==> config.mk <==
export PLATFORM = sky130hd
export DESIGN_NAME = pipe_ctrl_unit_flat
export DESIGN_NICKNAME = d
export VERILOG_FILES = /design/src/rtl/pipe_ctrl_unit_if.sv /design/src/rtl/pipe_ctrl_unit.sv /design/src/flat_wrapper.sv
export SDC_FILE = /design/constraint.sdc
export NUM_CORES = 1
export LEC_CHECK = 0
export CAP_MARGIN = 20
export CORE_MARGIN = 2
export CORE_UTILIZATION = 38
export CTS_CLUSTER_SIZE = 16
export DETAILED_ROUTE_END_ITERATION = 16
export PLACE_DENSITY = 0.76
export SYNTH_ARGS = -nofsm -noshare
export SYNTH_HDL_FRONTEND = slang
export SYNTH_SLANG_ARGS = --single-unit
==> constraint.sdc <==
create_clock -name clk_i -period 1.8 [get_ports clk_i]
set_input_delay 0.36 -clock clk_i [delete_from_list [all_inputs] [get_ports clk_i]]
set_output_delay 0.36 -clock clk_i [all_outputs]
set_load 0.005 [all_outputs]
==> src/rtl/pipe_ctrl_unit_if.sv <==
// Bundle of signals between the ID/EX datapath and the pipeline control unit.
//
// Handshake semantics: there is no valid/ready pair here. id_valid only
// qualifies the ID-stage fields in the same cycle. Back-pressure to the
// front end is carried solely by ifid_stall (hold PC and IF/ID) and
// ifid_flush (load a bubble into IF/ID). The two are never 1 together.
interface pipe_ctrl_unit_if #(
    parameter int REG_ADDR_W = 5
) ();
    // ID-stage instruction fields and EX-stage redirect
    logic                  id_valid;
    logic [6:0]            id_opcode;
    logic [6:0]            id_funct7;
    logic [REG_ADDR_W-1:0] id_rs1;
    logic [REG_ADDR_W-1:0] id_rs2;
    logic [REG_ADDR_W-1:0] id_rd;
    logic                  ex_branch_taken;

    // Hazard controls and staged control bundles
    logic                  ifid_stall;
    logic                  ifid_flush;
    logic [12:0]           ex_ctrl;
    logic [REG_ADDR_W-1:0] ex_rd;
    logic [12:0]           mem_ctrl;
    logic [REG_ADDR_W-1:0] mem_rd;
    logic [12:0]           wb_ctrl;
    logic [REG_ADDR_W-1:0] wb_rd;
    logic                  muldiv_busy;

    // Datapath side: supplies instruction fields, consumes controls
    modport master (
        output id_valid, id_opcode, id_funct7, id_rs1, id_rs2, id_rd,
        output ex_branch_taken,
        input  ifid_stall, ifid_flush,
        input  ex_ctrl, ex_rd, mem_ctrl, mem_rd, wb_ctrl, wb_rd,
        input  muldiv_busy
    );

    // Control unit side
    modport slave (
        input  id_valid, id_opcode, id_funct7, id_rs1, id_rs2, id_rd,
        input  ex_branch_taken,
        output ifid_stall, ifid_flush,
        output ex_ctrl, ex_rd, mem_ctrl, mem_rd, wb_ctrl, wb_rd,
        output muldiv_busy
    );
endinterface

==> src/rtl/pipe_ctrl_unit.sv <==
// Pipelined control unit: decodes the ID instruction into a 13-bit control
// bundle, carries it through ID/EX, EX/MEM and MEM/WB, and produces the
// load-use stall, branch flush and multi-cycle mul/div hold for the datapath.
//
// Bundle layout (MSB..LSB):
//   {ALUSrc, MemtoReg, RegWrite, MemRead, MemWrite, ALUOp[1:0],
//    Branch, JalrSel, RWSel[1:0], MulDiv, Valid}
module pipe_ctrl_unit #(
    parameter int REG_ADDR_W = 5,
    parameter int MULDIV_LAT = 4,
    parameter int CNT_W      = 3
) (
    input  logic             clk_i,
    input  logic             rst_ni,
    pipe_ctrl_unit_if.slave  ctrl_if,
    output logic [CNT_W-1:0] dbg_cnt_o
);

    // Bit positions inside the control bundle
    localparam int B_ALUSRC   = 12;
    localparam int B_MEMTOREG = 11;
    localparam int B_REGWRITE = 10;
    localparam int B_MEMREAD  = 9;
    localparam int B_MEMWRITE = 8;
    localparam int B_ALUOP1   = 7;
    localparam int B_ALUOP0   = 6;
    localparam int B_BRANCH   = 5;
    localparam int B_JALRSEL  = 4;
    localparam int B_RWSEL1   = 3;
    localparam int B_RWSEL0   = 2;
    localparam int B_MULDIV   = 1;
    localparam int B_VALID    = 0;

    // RV32 major opcodes recognised by the decoder
    localparam logic [6:0] OP_R     = 7'b0110011;
    localparam logic [6:0] OP_LW    = 7'b0000011;
    localparam logic [6:0] OP_SW    = 7'b0100011;
    localparam logic [6:0] OP_I     = 7'b0010011;
    localparam logic [6:0] OP_BR    = 7'b1100011;
    localparam logic [6:0] OP_JAL   = 7'b1101111;
    localparam logic [6:0] OP_JALR  = 7'b1100111;
    localparam logic [6:0] OP_LUI   = 7'b0110111;
    localparam logic [6:0] OP_AUIPC = 7'b0010111;
    localparam logic [6:0] F7_MULDIV = 7'b0000001;

    // Value loaded into the hold counter when a mul/div enters EX; zero
    // for MULDIV_LAT=1 so a single-cycle unit never holds the pipe.
    localparam logic [CNT_W-1:0] CNT_LOAD = CNT_W'(MULDIV_LAT - 1);

    localparam logic [12:0]           BUBBLE_CTRL = '0;
    localparam logic [REG_ADDR_W-1:0] BUBBLE_RD   = '0;

    // Pipeline registers and their next-state values
    logic [12:0]           ex_ctrl_q,  ex_ctrl_d;
    logic [REG_ADDR_W-1:0] ex_rd_q,    ex_rd_d;
    logic [12:0]           mem_ctrl_q, mem_ctrl_d;
    logic [REG_ADDR_W-1:0] mem_rd_q,   mem_rd_d;
    logic [12:0]           wb_ctrl_q,  wb_ctrl_d;
    logic [REG_ADDR_W-1:0] wb_rd_q,    wb_rd_d;
    logic [CNT_W-1:0]      cnt_q,      cnt_d;

    // Opcode class flags
    logic is_r, is_lw, is_sw, is_i, is_br, is_jal, is_jalr, is_lui, is_auipc;
    logic known_op;
    logic uses_rs1, uses_rs2;

    // ID-stage decode results and hazard terms
    logic [12:0]           dec_ctrl;
    logic [REG_ADDR_W-1:0] dec_rd;
    logic                  load_use;
    logic                  busy;
    logic                  flush;
    logic                  stall;

    assign is_r     = (ctrl_if.id_opcode == OP_R);
    assign is_lw    = (ctrl_if.id_opcode == OP_LW);
    assign is_sw    = (ctrl_if.id_opcode == OP_SW);
    assign is_i     = (ctrl_if.id_opcode == OP_I);
    assign is_br    = (ctrl_if.id_opcode == OP_BR);
    assign is_jal   = (ctrl_if.id_opcode == OP_JAL);
    assign is_jalr  = (ctrl_if.id_opcode == OP_JALR);
    assign is_lui   = (ctrl_if.id_opcode == OP_LUI);
    assign is_auipc = (ctrl_if.id_opcode == OP_AUIPC);

    assign known_op = is_r | is_lw | is_sw | is_i | is_br | is_jal |
                      is_jalr | is_lui | is_auipc;

    assign uses_rs1 = is_r | is_lw | is_sw | is_i | is_br | is_jalr;
    assign uses_rs2 = is_r | is_sw | is_br;

    // Main decoder: an unknown opcode or an empty IF/ID slot gives an
    // all-zero bundle, so it travels down the pipe exactly like a bubble.
    always_comb begin
        dec_ctrl = '0;
        dec_rd   = '0;
        if (ctrl_if.id_valid && known_op) begin
            dec_ctrl[B_ALUSRC]   = is_lw | is_sw | is_i | is_jalr;
            dec_ctrl[B_MEMTOREG] = is_lw;
            dec_ctrl[B_REGWRITE] = is_r | is_lw | is_i | is_jal | is_jalr |
                                   is_lui | is_auipc;
            dec_ctrl[B_MEMREAD]  = is_lw;
            dec_ctrl[B_MEMWRITE] = is_sw;
            dec_ctrl[B_ALUOP1]   = is_r | is_jal | is_lui | is_i;
            dec_ctrl[B_ALUOP0]   = is_br | is_jal | is_lui;
            dec_ctrl[B_BRANCH]   = is_br | is_jal;
            dec_ctrl[B_JALRSEL]  = is_jalr;
            dec_ctrl[B_RWSEL1]   = is_lui | is_auipc;
            dec_ctrl[B_RWSEL0]   = is_jal | is_jalr | is_auipc;
            dec_ctrl[B_MULDIV]   = is_r & (ctrl_if.id_funct7 == F7_MULDIV);
            dec_ctrl[B_VALID]    = 1'b1;
            dec_rd               = ctrl_if.id_rd;
        end
    end

    // Hazard detection: a load in EX whose destination feeds a source
    // actually read by the ID instruction; x0 never creates a dependency.
    always_comb begin
        load_use = 1'b0;
        if (ex_ctrl_q[B_MEMREAD] && (ex_rd_q != '0) && ctrl_if.id_valid) begin
            load_use = (uses_rs1 && (ex_rd_q == ctrl_if.id_rs1)) ||
                       (uses_rs2 && (ex_rd_q == ctrl_if.id_rs2));
        end
    end

    assign busy  = (cnt_q != '0);
    // A held mul/div keeps the redirecting instruction out of EX, so a
    // redirect can only be acted on once the hold is over.
    assign flush = ctrl_if.ex_branch_taken & ~busy;
    assign stall = (busy | load_use) & ~flush;

    // Next-state selection for all pipeline registers, highest priority
    // first: mul/div hold, redirect, load-use, normal advance.
    always_comb begin
        ex_ctrl_d  = ex_ctrl_q;
        ex_rd_d    = ex_rd_q;
        mem_ctrl_d = ex_ctrl_q;
        mem_rd_d   = ex_rd_q;
        wb_ctrl_d  = mem_ctrl_q;
        wb_rd_d    = mem_rd_q;
        cnt_d      = cnt_q;
        if (busy) begin
            // EX keeps the mul/div; a bubble drains into MEM behind it
            mem_ctrl_d = BUBBLE_CTRL;
            mem_rd_d   = BUBBLE_RD;
            cnt_d      = cnt_q - 1'b1;
        end else if (flush || load_use) begin
            ex_ctrl_d = BUBBLE_CTRL;
            ex_rd_d   = BUBBLE_RD;
        end else begin
            ex_ctrl_d = dec_ctrl;
            ex_rd_d   = dec_rd;
            if (dec_ctrl[B_MULDIV]) begin
                cnt_d = CNT_LOAD;
            end
        end
    end

    // Pipeline registers and hold counter; async reset empties the pipe
    // and aborts any mul/div in flight.
    always_ff @(posedge clk_i or negedge rst_ni) begin
        if (!rst_ni) begin
            ex_ctrl_q  <= '0;
            ex_rd_q    <= '0;
            mem_ctrl_q <= '0;
            mem_rd_q   <= '0;
            wb_ctrl_q  <= '0;
            wb_rd_q    <= '0;
            cnt_q      <= '0;
        end else begin
            ex_ctrl_q  <= ex_ctrl_d;
            ex_rd_q    <= ex_rd_d;
            mem_ctrl_q <= mem_ctrl_d;
            mem_rd_q   <= mem_rd_d;
            wb_ctrl_q  <= wb_ctrl_d;
            wb_rd_q    <= wb_rd_d;
            cnt_q      <= cnt_d;
        end
    end

    assign ctrl_if.ifid_stall  = stall;
    assign ctrl_if.ifid_flush  = flush;
    assign ctrl_if.ex_ctrl     = ex_ctrl_q;
    assign ctrl_if.ex_rd       = ex_rd_q;
    assign ctrl_if.mem_ctrl    = mem_ctrl_q;
    assign ctrl_if.mem_rd      = mem_rd_q;
    assign ctrl_if.wb_ctrl     = wb_ctrl_q;
    assign ctrl_if.wb_rd       = wb_rd_q;
    assign ctrl_if.muldiv_busy = busy;
    assign dbg_cnt_o           = cnt_q;

endmodule

==> src/flat_wrapper.sv <==
// flat-port wrapper written by rule: the top's interface ports become plain ports
module pipe_ctrl_unit_flat 
#(
    parameter int REG_ADDR_W = 5,
    parameter int MULDIV_LAT = 4,
    parameter int CNT_W      = 3
)
  (clk_i, rst_ni, dbg_cnt_o, ctrl_if_id_valid, ctrl_if_id_opcode, ctrl_if_id_funct7, ctrl_if_id_rs1, ctrl_if_id_rs2, ctrl_if_id_rd, ctrl_if_ex_branch_taken, ctrl_if_ifid_stall, ctrl_if_ifid_flush, ctrl_if_ex_ctrl, ctrl_if_ex_rd, ctrl_if_mem_ctrl, ctrl_if_mem_rd, ctrl_if_wb_ctrl, ctrl_if_wb_rd, ctrl_if_muldiv_busy);
  pipe_ctrl_unit_if #(.REG_ADDR_W(REG_ADDR_W)) ctrl_if_i ();
  input  logic clk_i;
  input  logic rst_ni;
  output logic [CNT_W-1:0] dbg_cnt_o;
  input wire logic [$bits(ctrl_if_i.id_valid)-1:0] ctrl_if_id_valid;
  input wire logic [$bits(ctrl_if_i.id_opcode)-1:0] ctrl_if_id_opcode;
  input wire logic [$bits(ctrl_if_i.id_funct7)-1:0] ctrl_if_id_funct7;
  input wire logic [$bits(ctrl_if_i.id_rs1)-1:0] ctrl_if_id_rs1;
  input wire logic [$bits(ctrl_if_i.id_rs2)-1:0] ctrl_if_id_rs2;
  input wire logic [$bits(ctrl_if_i.id_rd)-1:0] ctrl_if_id_rd;
  input wire logic [$bits(ctrl_if_i.ex_branch_taken)-1:0] ctrl_if_ex_branch_taken;
  output wire logic [$bits(ctrl_if_i.ifid_stall)-1:0] ctrl_if_ifid_stall;
  output wire logic [$bits(ctrl_if_i.ifid_flush)-1:0] ctrl_if_ifid_flush;
  output wire logic [$bits(ctrl_if_i.ex_ctrl)-1:0] ctrl_if_ex_ctrl;
  output wire logic [$bits(ctrl_if_i.ex_rd)-1:0] ctrl_if_ex_rd;
  output wire logic [$bits(ctrl_if_i.mem_ctrl)-1:0] ctrl_if_mem_ctrl;
  output wire logic [$bits(ctrl_if_i.mem_rd)-1:0] ctrl_if_mem_rd;
  output wire logic [$bits(ctrl_if_i.wb_ctrl)-1:0] ctrl_if_wb_ctrl;
  output wire logic [$bits(ctrl_if_i.wb_rd)-1:0] ctrl_if_wb_rd;
  output wire logic [$bits(ctrl_if_i.muldiv_busy)-1:0] ctrl_if_muldiv_busy;
  assign ctrl_if_i.id_valid = ctrl_if_id_valid;
  assign ctrl_if_i.id_opcode = ctrl_if_id_opcode;
  assign ctrl_if_i.id_funct7 = ctrl_if_id_funct7;
  assign ctrl_if_i.id_rs1 = ctrl_if_id_rs1;
  assign ctrl_if_i.id_rs2 = ctrl_if_id_rs2;
  assign ctrl_if_i.id_rd = ctrl_if_id_rd;
  assign ctrl_if_i.ex_branch_taken = ctrl_if_ex_branch_taken;
  assign ctrl_if_ifid_stall = ctrl_if_i.ifid_stall;
  assign ctrl_if_ifid_flush = ctrl_if_i.ifid_flush;
  assign ctrl_if_ex_ctrl = ctrl_if_i.ex_ctrl;
  assign ctrl_if_ex_rd = ctrl_if_i.ex_rd;
  assign ctrl_if_mem_ctrl = ctrl_if_i.mem_ctrl;
  assign ctrl_if_mem_rd = ctrl_if_i.mem_rd;
  assign ctrl_if_wb_ctrl = ctrl_if_i.wb_ctrl;
  assign ctrl_if_wb_rd = ctrl_if_i.wb_rd;
  assign ctrl_if_muldiv_busy = ctrl_if_i.muldiv_busy;
  pipe_ctrl_unit #(.REG_ADDR_W(REG_ADDR_W), .MULDIV_LAT(MULDIV_LAT), .CNT_W(CNT_W)) u_core (.clk_i(clk_i), .rst_ni(rst_ni), .ctrl_if(ctrl_if_i), .dbg_cnt_o(dbg_cnt_o));
endmodule
* Word-level counts from Yosys, hierarchy flattened
Cells that the tools add are included.
Storage, ports and cells: word-level logic and storage cells 75, input bits 33, bits in registers 57
Operators by class: multiplexer cells 10, $add $sub $neg 1, equality and inequality tests 13, reductions and logical operators 11, bitwise operators 33
Operators by type and width (number):
- two-way mux 13 bit | 3
- bitwise OR 1 bit | 28
- equality test 7 x 6 -> 1 bit, second input constant | 3
- equality test 7 bit, second input constant | 3
- two-way mux 5 bit | 3
- equality test 7 x 5 -> 1 bit, second input constant | 2
- equality test 5 bit | 2
- two-way mux 3 bit | 3
- equality test 7 x 1 -> 1 bit, second input constant | 1
- equality test 7 x 2 -> 1 bit, second input constant | 1
- logical AND 1 bit | 5
- nonzero test 5 bit | 1
- bitwise AND 1 bit | 3
- nonzero test 3 bit | 1
- subtractor 3 x 1 -> 3 bit, second input constant | 1
- logical OR 1 bit | 2
- != test 2 x 1 -> 1 bit, second input constant | 1
- NOT 1 bit | 2
- AND reduction 2 bit | 1
- nonzero test 2 bit | 1
- two-way mux 1 bit | 1

* Longest topological paths before layout
Gate-level depths: netlist (run 1).
word-level depth 14, mapped depth 10, depth with buffers taken out 8

* Worst setup path before layout (run 1)
Ideal clock, no wire load.
path kind input-to-output, start point in ctrl_if_id_opcode[3], end point out ctrl_if_ifid_stall, slack -0.060 ns, stages on the path 6, arrival time 1.500 ns, cells stage by stage nand4bb_4 a2111oi_0 nand2_1 a21o_1 buf_6 o21ai_0
Between the ends: cells in the longest elaborated chain, start to end 11
RTL lines:
- from (decl) | line flat_wrapper.sv:14 | input wire logic [$bits(ctrl_if_i.id_opcode)-1:0] ctrl_if_id_opcode;
- equality test 7 x 6 -> 1 bit / equality test 7 x 2 -> 1 bit (equally long branches) | line pipe_ctrl_unit.sv:75, pipe_ctrl_unit.sv:76
- bitwise OR 1 bit (5 in series) | line pipe_ctrl_unit.sv:88 | assign uses_rs1 = is_r | is_lw | is_sw | is_i | is_br | is_jalr;
- logical AND 1 bit | line pipe_ctrl_unit.sv:120 | load_use = (uses_rs1 && (ex_rd_q == ctrl_if.id_rs1)) ||
- logical OR 1 bit (*) | line pipe_ctrl_unit.sv:120
- two-way mux 1 bit (*) | line pipe_ctrl_unit.sv:119 | if (ex_ctrl_q[B_MEMREAD] && (ex_rd_q != '0) && ctrl_if.id_valid) begin
- bitwise OR 1 bit (*) | line pipe_ctrl_unit.sv:129 | assign stall = (busy | load_use) & ~flush;
- bitwise AND 1 bit (*) | line pipe_ctrl_unit.sv:129
- to (decl) | line flat_wrapper.sv:20 | output wire logic [$bits(ctrl_if_i.ifid_stall)-1:0] ctrl_if_ifid_stall;
Every way passes the cells marked *; elsewhere a longest branch is shown, timed or not.

* Final worst setup path (run 1)
start point reg u_core.ex_rd_q[0] (netlist: u_core.ctrl_if.ex_rd[0]), end point out ctrl_if_ifid_stall
Between the ends: cells in the longest elaborated chain, start to end 6
RTL lines:
- from (decl) | line pipe_ctrl_unit.sv:55 | logic [REG_ADDR_W-1:0] ex_rd_q, ex_rd_d;
- from (signal assigned) | line pipe_ctrl_unit.sv:171 | ex_rd_q <= ex_rd_d;
- equality test 5 bit, or another cell as far along | line pipe_ctrl_unit.sv:120
- logical AND 1 bit (on tied branches) | line pipe_ctrl_unit.sv:120, pipe_ctrl_unit.sv:119, pipe_ctrl_unit.sv:121
- logical OR 1 bit / logical AND 1 bit (equally long branches) | line pipe_ctrl_unit.sv:120, pipe_ctrl_unit.sv:119
- two-way mux 1 bit (*) | line pipe_ctrl_unit.sv:119
- bitwise OR 1 bit (*) | line pipe_ctrl_unit.sv:129
- bitwise AND 1 bit (*) | line pipe_ctrl_unit.sv:129
Marked as above.

==> results of run 1 <==
[critical path, stage by stage, from the launching register on]
cell and delay (ns):
dfrtp_1 0.44, or4_1 0.55, o211ai_1 0.19, a21o_1 0.15
o21ai_1 0.06, buf_2 0.12
[metal layers]
layer | GRT usage | vias up
met3 | 0.0520 | 9
li1 | - | 899
met2 | 0.325 | 84
met5 | 0 | -
met1 | 0.226 | 919
met4 | 0.0569 | 0
[flip-flops by register name, indices dropped and copies added (netlist names)]
| signal | count |
|---|---|
| u_core.ctrl_if.ex_ctrl | 12 |
| u_core.ctrl_if.mem_rd | 5 |
| u_core.ctrl_if.wb_rd | 5 |
| u_core.ctrl_if.mem_ctrl | 12 |
| u_core.dbg_cnt_o | 3 |
| u_core.ctrl_if.wb_ctrl | 12 |
| u_core.ctrl_if.ex_rd | 5 |
[where the power goes]
part,internal [mW],total [mW],switching (mW)
clock,0.274,0.672,0.398
combinational,0.563,1.02,0.453
sequential,1.27,1.32,0.0477
total,2.11,3.01,0.899
[stage by stage]
stage               hold slack [ns]  worst slack, ns  TNS [ns]  total power [mW]
global route                 0.0322           -0.423     -5.96              3.18
detailed placement            0.359           -0.855    -11.77              2.16
floorplan                    0.0644           0.0139         0              1.62
CTS                          0.0346           -0.352     -2.76              2.98
finish                       0.0264           -0.371     -4.94              3.01
global placement              0.357           -0.841    -11.57              2.14
[cells by family (layout without fill, tap and decap cells)]
| logic type | after synthesis | after routing | share of synthesized area |
|---|---|---|---|
| fa+ha+maj | 2 | 2 | 0.0116 |
| compound gates | 30 | 30 | 0.100 |
| simple gates | 65 | 65 | 0.169 |
| flops | 54 | 54 | 0.624 |
| buf+inv | 15 | 159 | 0.0416 |
| mux | 2 | 2 | 0.00982 |
| xor+xnor | 11 | 11 | 0.0445 |
[cells in the final DEF, fill, tap and decap left out, drive strengths merged, types with 2 or more instances in the layout]
cell	n
ha	2
o31ai	3
dlymetal6s2s	2
nor2	9
a32o	5
or2	2
buf	56
nand2b	2
a21oi	6
nor4	2
dlygate4sd2	7
inv	5
dfrtp	54
clkinv	3
and2	18
nor3	3
xor2	11
nand3	3
clkbuf	6
o21ai	8
nand2	20
clkdlybuf4s50	79
[layout make-up]
type / count / area (um^2)
well taps: 72 / 90.1
clock inverters: 3 / 21.3
clock buffers: 5 / 68.8
fillers: 405 / 1690
repair buffers: 145 / 1350
flip-flops and latches: 54 / 1350
inverters: 6 / 22.5
multi-input cells: 110 / 905
[what timing repair did]
action,4_1_cts,5_1_grt
buffers inserted,9,4
gates resized for setup,55,14
endpoints found under the setup margin,23,25
pin swaps,10,7
[path summary, 6_finish.rpt]
kind / endpoint / cells after the start / slack, ns
max in group asynchronous: u_core.ctrl_if.ex_rd[3]$_DFFE_PN0P_ / 2 / 1.53
hold / removal: u_core.ctrl_if.wb_ctrl[0]$_DFF_PN0_ / 2 / 0.03
min in group clk_i: u_core.ctrl_if.wb_rd[0]$_DFF_PN0_ / 0 / 0.38
setup reg to reg: u_core.ctrl_if.ex_ctrl[3]$_DFFE_PN0P_ / 9 / -0.29
hold reg to reg: u_core.ctrl_if.wb_rd[0]$_DFF_PN0_ / 0 / 0.38
setup / recovery: ctrl_if_ifid_stall / 5 / -0.37
==> results by group, run 1 <==
Run status
  • Outcome: finished with violations
  • Failing checks: negative setup slack

CTS
  • Worst-case clock buffer depth: 2
  • H-Tree Depth: 2
  • Clock sinks: between 50 and 60
  • CTS Hold Bufs: 0
  • Inserted Clock Buffers: 5
  • Clock Pin Slew Worst Setup and Hold Paths: 0.10 ns
  • Worst skew pair latency: ~0.31 ns
  • CTS tree: yes
  • Clk root buf: clkbuf_8

Setup path
  • WP data arrival: between 1.5 and 2 ns
  • Reg2reg start: u_core.ctrl_if.ex_rd[0]$_DFFE_PN0P_
  • CP Launch Point: u_core.ctrl_if.ex_rd[0]$_DFFE_PN0P_
  • Critical path class: flip-flop to output pin
  • Setup crit end kind: output pin
  • CP Launch Type: flip-flop
  • CP Max Fanout: 3
  • CP Data Required Time: 1.44 ns

Logic synthesis
  • YS warnings: 0
  • Area leader, netlist: dfrtp_1
  • Average size of a mapped cell: between 10 and 15 um^2
  • Cells after Synth: 179
  • Synth Net Count: approximately 210
  • Synth Register Bits: 54
  • Commonest register cell after synthesis: dfrtp_1
  • Register area share after synthesis: 0.624
  • Netlist cell types: 39
  • Post-synth ARST share: 1.00
  • Top cells by count, synth: dfrtp_1, nand2_1, and2_1
  • Most frequent cell after synthesis: dfrtp_1
  • Post-synth top area share: 0.624
  • Post-synthesis cell area: approximately 2200 um^2
  • Synth top area cells: dfrtp_1, and2_1, xor2_1
  • Post-synth EDFFs: 0

Final layout
  • Layout area overhead: 76.1%
  • Core Util, Final: 0.693
  • Design area: roughly 3800 um^2
  • Antenna diode count: 0
  • Final Net Count: 357
  • Layout cells sized above 1: 0.300
  • Finished Layout Cells: approximately 400

STA
  • Slew headroom: 0.758
  • Setup ws final: -0.371 ns
  • Final hold violations: 0
  • Fmax: 461 MHz
  • Max Clock Skew: 0.00700 ns
  • Final setup viols: 21
  • Actual slew at the worst max-slew pin: around 0.36 ns
  • Unrepaired setup endpoints after global routing: yes
  • Slew Limit Fails: 0
  • Fin crit period: 2.17 ns
  • Crit share post-route: 1.21

Pwr
  • Max VDD drop: 623 uV
  • Pleak: ~1.8 nW
  • PD cells: just under 800 nW/um^2

Drt
  • WL/cell: about 15 um
  • Antenna-violating nets left: 0
  • DR top layer: met4
  • Metal2 WL: 3.18 mm
  • Vias/cell: approximately 4.8
  • DRC viols: 0
  • Pre-antenna DRT Iters: 4
  • DRT Wirelength: 6.00 mm
  • Met3 WL: ~390 um
  • WL met1: 2.35 mm
  • DR iter-0 viols: 65
  • Vias: 1911

Placed design
  • IO buf count: 92
  • Placed cells: ~380
  • Area after DPL: approximately 3400 um^2
  • GP Congestion: between 0.9 and 1
  • Post-DP HPWL: 4.12 mm

Floorplan
  • Chip height: around 79 um
  • Die ar.: 6320 um^2
  • I/O pin count: just over 90
  • Core area: 5510 um^2
  • Initial core utilization: 0.393
  • Die width: between 70 and 80 um
  • Site row count: 27

Global route
  • First-pass GRT wire length: approximately 9 mm
  • GR Overflow Total: 0
  • Vias in the first global route: around 1800
  • Global-route usage over all layers: 0.188
  • Largest net degree at the start of global routing: 55
  • Initial antenna violation count: 0

Hold path
  • Worst Hold Class: input pin to async pin

Flow run
  • Max-cap violations: 0
No activity file was read; power rests on OpenSTA's default activity.
==> inputs of run 2 (changes only) <==
--- a/config.mk
+++ b/config.mk
@@ -6,11 +6,15 @@
 export NUM_CORES = 1
 export LEC_CHECK = 0
 export CAP_MARGIN = 20
+export CELL_PAD_IN_SITES_DETAIL_PLACEMENT = 1
+export CELL_PAD_IN_SITES_GLOBAL_PLACEMENT = 1
 export CORE_MARGIN = 2
-export CORE_UTILIZATION = 38
+export CORE_UTILIZATION = 29
 export CTS_CLUSTER_SIZE = 16
 export DETAILED_ROUTE_END_ITERATION = 16
+export HOLD_SLACK_MARGIN = 0.06
 export PLACE_DENSITY = 0.76
+export SLEW_MARGIN = 20
 export SYNTH_ARGS = -nofsm -noshare
 export SYNTH_HDL_FRONTEND = slang
 export SYNTH_SLANG_ARGS = --single-unit
==> results by group, run 2 (synthesis gave the netlist of run 1 again) <==
Run status
  • Outcome: finished with violations
  • Failing checks: negative setup slack

STA
  • Fmax: 450 MHz (-2.3%)
  • Crit share post-route: 1.23 (+0.0280)
  • Hold WS: 0.384 ns (+0.357 ns)
  • Fin crit period: 2.22 ns (+0.0504 ns)
  • Setup ws final: -0.422 ns (-0.0504 ns)
  • Slew headroom: 0.657 (-0.102)
  • Final setup viols: 21 (unchanged)
  • Final hold violations: 0 (unchanged)
  • Slew Limit Fails: 0 (unchanged)
  • Max Clock Skew: 0.00767 ns (+0.000677 ns)
  • Unrepaired setup endpoints after global routing: yes
  • Actual slew at the worst max-slew pin: 0.515 ns (+0.155 ns)

Final layout
  • Most frequent cells in the layout: clkdlybuf4s50_1, dfrtp_1, buf_4, nand2_1, and2_1
  • Antenna diode count: 0 (unchanged)
  • Finished Layout Cells: 421 (+6.6%)
  • Layout cells sized above 1: 0.295 (-0.00528)
  • Most common cell after layout, fill and taps aside: clkdlybuf4s50_1
  • Layout area overhead: 77.8%
  • Final Net Count: 356 (-0.28%)

CTS
  • H-Tree Depth: 2 (unchanged)
  • CTS tree: yes
  • Clk root buf: clkbuf_8
  • Inserted Clock Buffers: 5 (unchanged)
  • Clock sinks: 54 (unchanged)
  • Clock Pin Slew Worst Setup and Hold Paths: 0.10 ns (about the same)
  • Worst skew pair latency: 0.31 ns (about the same)
  • Worst-case clock buffer depth: 2 (unchanged)

Setup path
  • CP endpoint: ctrl_if_ifid_stall
  • Reg2reg start: u_core.ctrl_if.ex_rd[0]$_DFFE_PN0P_
  • CP Launch Type: input pin
  • Critical path class: input pin to output pin
  • CP Max Fanout: 2 (-1)
  • R2R cell count: 8 (-1)
  • WP data arrival: 1.86 ns (+0.05 ns)
  • CP Data Required Time: 1.44 ns (about the same)
  • Setup crit end kind: output pin
  • R2R Setup Slk: -0.31 ns (-0.02 ns)
  • R2r endpoint: u_core.ctrl_if.ex_ctrl[8]$_DFFE_PN0P_
  • CP Launch Point: ctrl_if_id_rs2[1]

Drt
  • DR iter-0 viols: 81 (+25%)
  • Vias: 1915 (+0.21%)
  • Vias/cell: 4.55 (-6.0%)
  • Pre-antenna DRT Iters: 4 (unchanged)
  • DRT Wirelength: 6.84 mm (+14%)
  • Antenna-violating nets left: 0 (unchanged)
  • DRC viols: 0 (unchanged)
  • WL/cell: 16.2 um (+7.0%)

Hold path
  • HP Start: u_core.ctrl_if.mem_ctrl[2]$_DFF_PN0_
  • Worst Hold Class: flip-flop to flip-flop

Pwr
  • Pleak: 1.80 nW (-0.17%)
  • Max VDD drop: 619 uV (-0.56%)
  • PD cells: 788 nW/um^2 (-0.13%)
  • Pwr Total: 3.03 mW (+0.82%)

Floorplan
  • I/O pin count: 93 (unchanged)
  • Chip height: 90.4 um (+14%)
  • Site row count: 31 (+15%)
  • Die width: 90.4 um (+14%)
  • Core area: 7250 um^2 (+32%)
  • Die ar.: 8180 um^2 (+29%)
  • Initial core utilization: 0.299 (-0.0947)

Global route
  • Largest net degree at the start of global routing: 22 (-60%)
  • Vias in the first global route: 1989 (+11%)
  • First-pass GRT wire length: 10.7 mm (+19%)
  • Initial antenna violation count: 0 (unchanged)
  • Global-route usage over all layers: 0.166 (-0.0213)
  • GR Overflow Total: 0 (unchanged)

Placed design
  • Post-DP HPWL: 5.03 mm (+22%)
  • IO buf count: 92 (unchanged)
  • GP Congestion: 0.838 (-8.1%)
  • Placed cells: 401 (+6.9%)
  • Dpl ws: -0.893 ns (-0.0375 ns)

Flow run
  • Max-cap violations: 0 (unchanged)
-- run 2: power by group --
part | internal [mW] | switching [mW]
combinational | 0.541 | 0.440
sequential | 1.27 | 0.0558
clock | 0.289 | 0.434
-- run 2: timing repair --
action | CTS | global route
cloned | 0 | 1
hold buffers | 1 | 0
resized for setup | 35 | 32
pin swaps | 9 | 9
hold endpoints to repair | 19 | 0
buffers inserted | 6 | 6
setup endpoints to repair | 23 | 25
-- run 2: layer usage --
| layer | vias up | share of wire | track usage |
|---|---|---|---|
| met3 | 10 | 0.040 | 0.0326 |
| met2 | 59 | 0.56 | 0.307 |
| met4 | 0 | 0.011 | 0.0346 |
| li1 | 883 | - | - |
| met1 | 963 | 0.39 | 0.201 |
| met5 | - | 0 | 0 |
-- run 2: how the worst min path moves through the flow --
stage,slack (ns),end,cells past startpoint
after floorplan,0.06,u_core.ctrl_if.ex_ctrl[0]$_DFFE_PN0P_,0
after global placement,0.35,u_core.ctrl_if.mem_ctrl[0]$_DFF_PN0_,1
after detailed placement,0.35,u_core.ctrl_if.mem_ctrl[0]$_DFF_PN0_,1
after CTS,0.39,u_core.ctrl_if.wb_ctrl[2]$_DFF_PN0_,0
after global routing,0.40,u_core.ctrl_if.wb_ctrl[2]$_DFF_PN0_,0
final,0.38,u_core.ctrl_if.wb_ctrl[2]$_DFF_PN0_,0
-- run 2: through the flow --
step	utilization	cell area, um^2	setup TNS (ns)
floorplan	-	2170	0
global placement	0.478	3470	-12.42
detailed placement	0.478	3470	-12.95
CTS	0.506	3670	-3.01
global route	0.531	3850	-7.14
finish	0.531	3850	-4.86
-- run 2: area by class of cell --
cell class                 instances  area, um^2
multi-input combinational        110         868
inverter                           6        25.0
timing repair buffer             144        1380
tap                               99         124
clock buffer                       5        68.8
fill                             787        3400
clock inverter                     3        28.8
sequential                        54        1350
-- run 2: critical path, stage by stage --
cell	delay (ns)
clkdlybuf4s50_1	0.42
xor2_1	0.15
nor4_1	0.26
buf_4	0.16
nand2_2	0.04
a21o_1	0.22
o21ai_2	0.12
buf_2	0.13
==> inputs of run 3 (changes only) <==
--- a/config.mk
+++ b/config.mk
@@ -14,6 +14,7 @@
 export DETAILED_ROUTE_END_ITERATION = 16
 export HOLD_SLACK_MARGIN = 0.06
 export PLACE_DENSITY = 0.76
+export SKIP_LAST_GASP = 1
 export SLEW_MARGIN = 20
 export SYNTH_ARGS = -nofsm -noshare
 export SYNTH_HDL_FRONTEND = slang
==> results by group, run 3 (synthesis gave the netlist of run 1 again) <==
Final layout
  • Most frequent cells in the layout: clkdlybuf4s50_1, dfrtp_1, buf_4, nand2_1, and2_1
  • Sequential cell area: 1350 um^2 (about the same)
  • Multi-input gate area: 846 um^2 (-2.6%)
  • Antenna diode count: 0 (unchanged)
  • Final-layout fill cell count: 792 (+0.64%)
  • Most common cell after layout, fill and taps aside: clkdlybuf4s50_1
  • Final Net Count: 356 (unchanged)
  • Core Util, Final: 0.527 (-0.00345)
  • Layout area overhead: 76.6%
  • Layout cells sized above 1: 0.286 (-0.00932)

Run status
  • Outcome: finished with violations
  • Failing checks: negative setup slack

Setup path
  • CP Launch Point: ctrl_if_id_rs2[3]
  • R2R cell count: 8 (unchanged)
  • R2R Setup Slk: -0.32 ns (about the same)
  • CP Data Required Time: 1.44 ns (about the same)
  • Crit-path cells: clkdlybuf4s50_1 -> xor2_1 -> nor4_1 -> buf_4 -> nand2_2 -> a21o_1 -> o21ai_2 -> buf_2
  • Slowest cell delay on critical path: 0.41 ns (about the same)
  • WP data arrival: 1.88 ns (+0.02 ns)
  • Setup crit end kind: output pin
  • Reg2reg start: u_core.ctrl_if.ex_rd[0]$_DFFE_PN0P_
  • CP Launch Type: input pin
  • Crit-path slowest cell: clkdlybuf4s50_1
  • Worst Path Buf+Inv: 3 (unchanged)
  • Crit path max-delay family: buffers and inverters
  • R2r endpoint: u_core.ctrl_if.ex_ctrl[3]$_DFFE_PN0P_
  • CP Max Fanout: 2 (unchanged)
  • Critical path class: input pin to output pin

Pwr
  • PD cells: 790 nW/um^2 (+0.29%)
  • Logic gate share of total power: 0.319 (-0.004)
  • Pint: 2.10 mW (-0.34%)
  • Pleak: 1.78 nW (-0.75%)
  • Pwr Total: 3.02 mW (-0.36%)
  • Net Switching: 0.926 mW (-0.39%)
  • Clock share of power: 0.242 (+0.004)
  • Seq pwr share: 0.439 (about the same)
  • Switching Share: 0.306 (about the same)
  • Max VDD drop: 595 uV (-4.0%)

STA
  • Fmax: 447 MHz (-0.61%)
  • Unrepaired setup endpoints after global routing: yes
  • Actual slew at the worst max-slew pin: 0.501 ns (-0.0139 ns)
  • Slew Limit Fails: 0 (unchanged)
  • Max Clock Skew: 0.0105 ns (+0.00285 ns)
  • Fin crit period: 2.24 ns (+0.0137 ns)
  • Setup ws final: -0.436 ns (-0.0137 ns)
  • Final hold violations: 0 (unchanged)
  • Slew headroom: 0.666 (+0.00927)
  • Crit share post-route: 1.24 (+0.00760)
  • Final setup viols: 22 (+4.8%)

Global route
  • Global-route usage over all layers: 0.166 (unchanged)
  • GR Overflow Total: 0 (unchanged)
  • First-pass GRT wire length: 10.7 mm (unchanged)
  • Largest net degree at the start of global routing: 22 (unchanged)
  • Initial antenna violation count: 0 (unchanged)
  • Vias in the first global route: 1989 (unchanged)

CTS
  • H-Tree Depth: 2 (unchanged)
  • CTS tree: yes
  • Clock sinks: 54 (unchanged)
  • Inserted Clock Buffers: 5 (unchanged)
  • Worst skew pair latency: 0.31 ns (about the same)
  • Worst-case clock buffer depth: 2 (unchanged)
  • Clock Pin Slew Worst Setup and Hold Paths: 0.10 ns (about the same)
  • Clk root buf: clkbuf_8

Floorplan
  • Die width: 90.4 um (unchanged)
  • Core area: 7250 um^2 (unchanged)
  • I/O pin count: 93 (unchanged)
  • Site row count: 31 (unchanged)
  • Initial core utilization: 0.299 (unchanged)
  • Die ar.: 8180 um^2 (unchanged)
  • Chip height: 90.4 um (unchanged)

Flow run
  • Max-cap violations: 0 (unchanged)

Drt
  • WL/cell: 16.6 um (+2.3%)
  • Antenna-violating nets left: 0 (unchanged)
  • Vias: 1921 (+0.31%)
  • DRT Wirelength: 6.99 mm (+2.3%)
  • Vias/cell: 4.56 (+0.31%)
  • DRC viols: 0 (unchanged)
  • DR iter-0 viols: 72 (-11%)
  • Pre-antenna DRT Iters: 4 (unchanged)

Placed design
  • Post-DP HPWL: 5.03 mm (unchanged)
  • GP Congestion: 0.838 (unchanged)
  • IO buf count: 92 (unchanged)

Hold path
  • Hold Path Sink: u_core.ctrl_if.wb_ctrl[2]$_DFF_PN0_
  • Worst Hold Class: flip-flop to flip-flop
  • Hold path depth: 0 (unchanged)
  • HP Start: u_core.ctrl_if.mem_ctrl[2]$_DFF_PN0_
[run 3: cell count changes in the layout (fill, tap and decap cells not counted), sizes merged]
cell	previous run	this run
clkdlybuf4s50	77	79
inv	7	6
dlymetal6s2s	2	1
clkinv	2	3
buf	54	53
[run 3: how the worst max path moves through the flow]
stage / cells past startpoint / to / slack [ns]
3_3_place_gp: 7 / ctrl_if_ifid_stall / -0.87
5_1_grt: 8 / ctrl_if_ifid_stall / -0.54
6_report: 8 / ctrl_if_ifid_stall / -0.44
3_5_place_dp: 7 / ctrl_if_ifid_stall / -0.89
2_1_floorplan: 6 / ctrl_if_ifid_stall / 0.01
4_1_cts: 7 / ctrl_if_ifid_stall / -0.42
[run 3: routing by layer]
metal / global-route usage / share of wire
met1: 0.201 / 0.38
met2: 0.307 / 0.57
met3: 0.0326 / 0.039
met4: 0.0346 / 0.0090
met5: 0 / 0
[run 3: layout make-up]
type | count | area share
Timing Repair Buffer | 144 | 0.361
Clock buffer | 5 | 0.0180
Clock inverter | 3 | 0.00752
Tap cell | 99 | 0.0324
Multi-Input combinational cell | 110 | 0.221
Inverter | 6 | 0.00622
Sequential cell | 54 | 0.354
[run 3: power by group through the flow]
stage	Sequential (mW)	Clock, mW	Combinational [mW]
floorplan	1.35	0	0.272
global placement	1.34	0	0.801
finish	1.33	0.731	0.964
detailed placement	1.34	0	0.831
CTS	1.33	0.751	0.905
global route	1.34	0.794	1.06
[run 3: what timing repair did]
action                                  in CTS  in global routing
buffers inserted                             6                  6
hold endpoints to repair                    19                  0
resized for setup                           35                 25
endpoints found under the setup margin      23                 25
cloned                                       0                  1
pin swaps                                    9                  9
hold buffers                                 1                  0
[run 3: worst reg2reg max path, stage by stage (launching register included)]
cell       delay [ns]
dfrtp_1          0.46
or4_1            0.55
o211ai_1         0.19
a21o_1           0.16
buf_4            0.14
buf_8            0.14
nand2_8          0.08
clkbuf_16        0.16
o31ai_2          0.16
[run 3: metrics by stage]
step           setup TNS [ns]  hold slack, ns  instances  cell area, um^2  worst slack, ns
6_report                -5.09           0.384        421             3820           -0.436
5_1_grt                 -6.97           0.395        421             3820           -0.543
4_1_cts                 -3.01           0.385        415             3670           -0.418
3_5_place_dp           -12.95           0.353        401             3470           -0.893
3_3_place_gp           -12.42           0.349        401             3470           -0.870
2_1_floorplan               0          0.0644        179             2170           0.0139
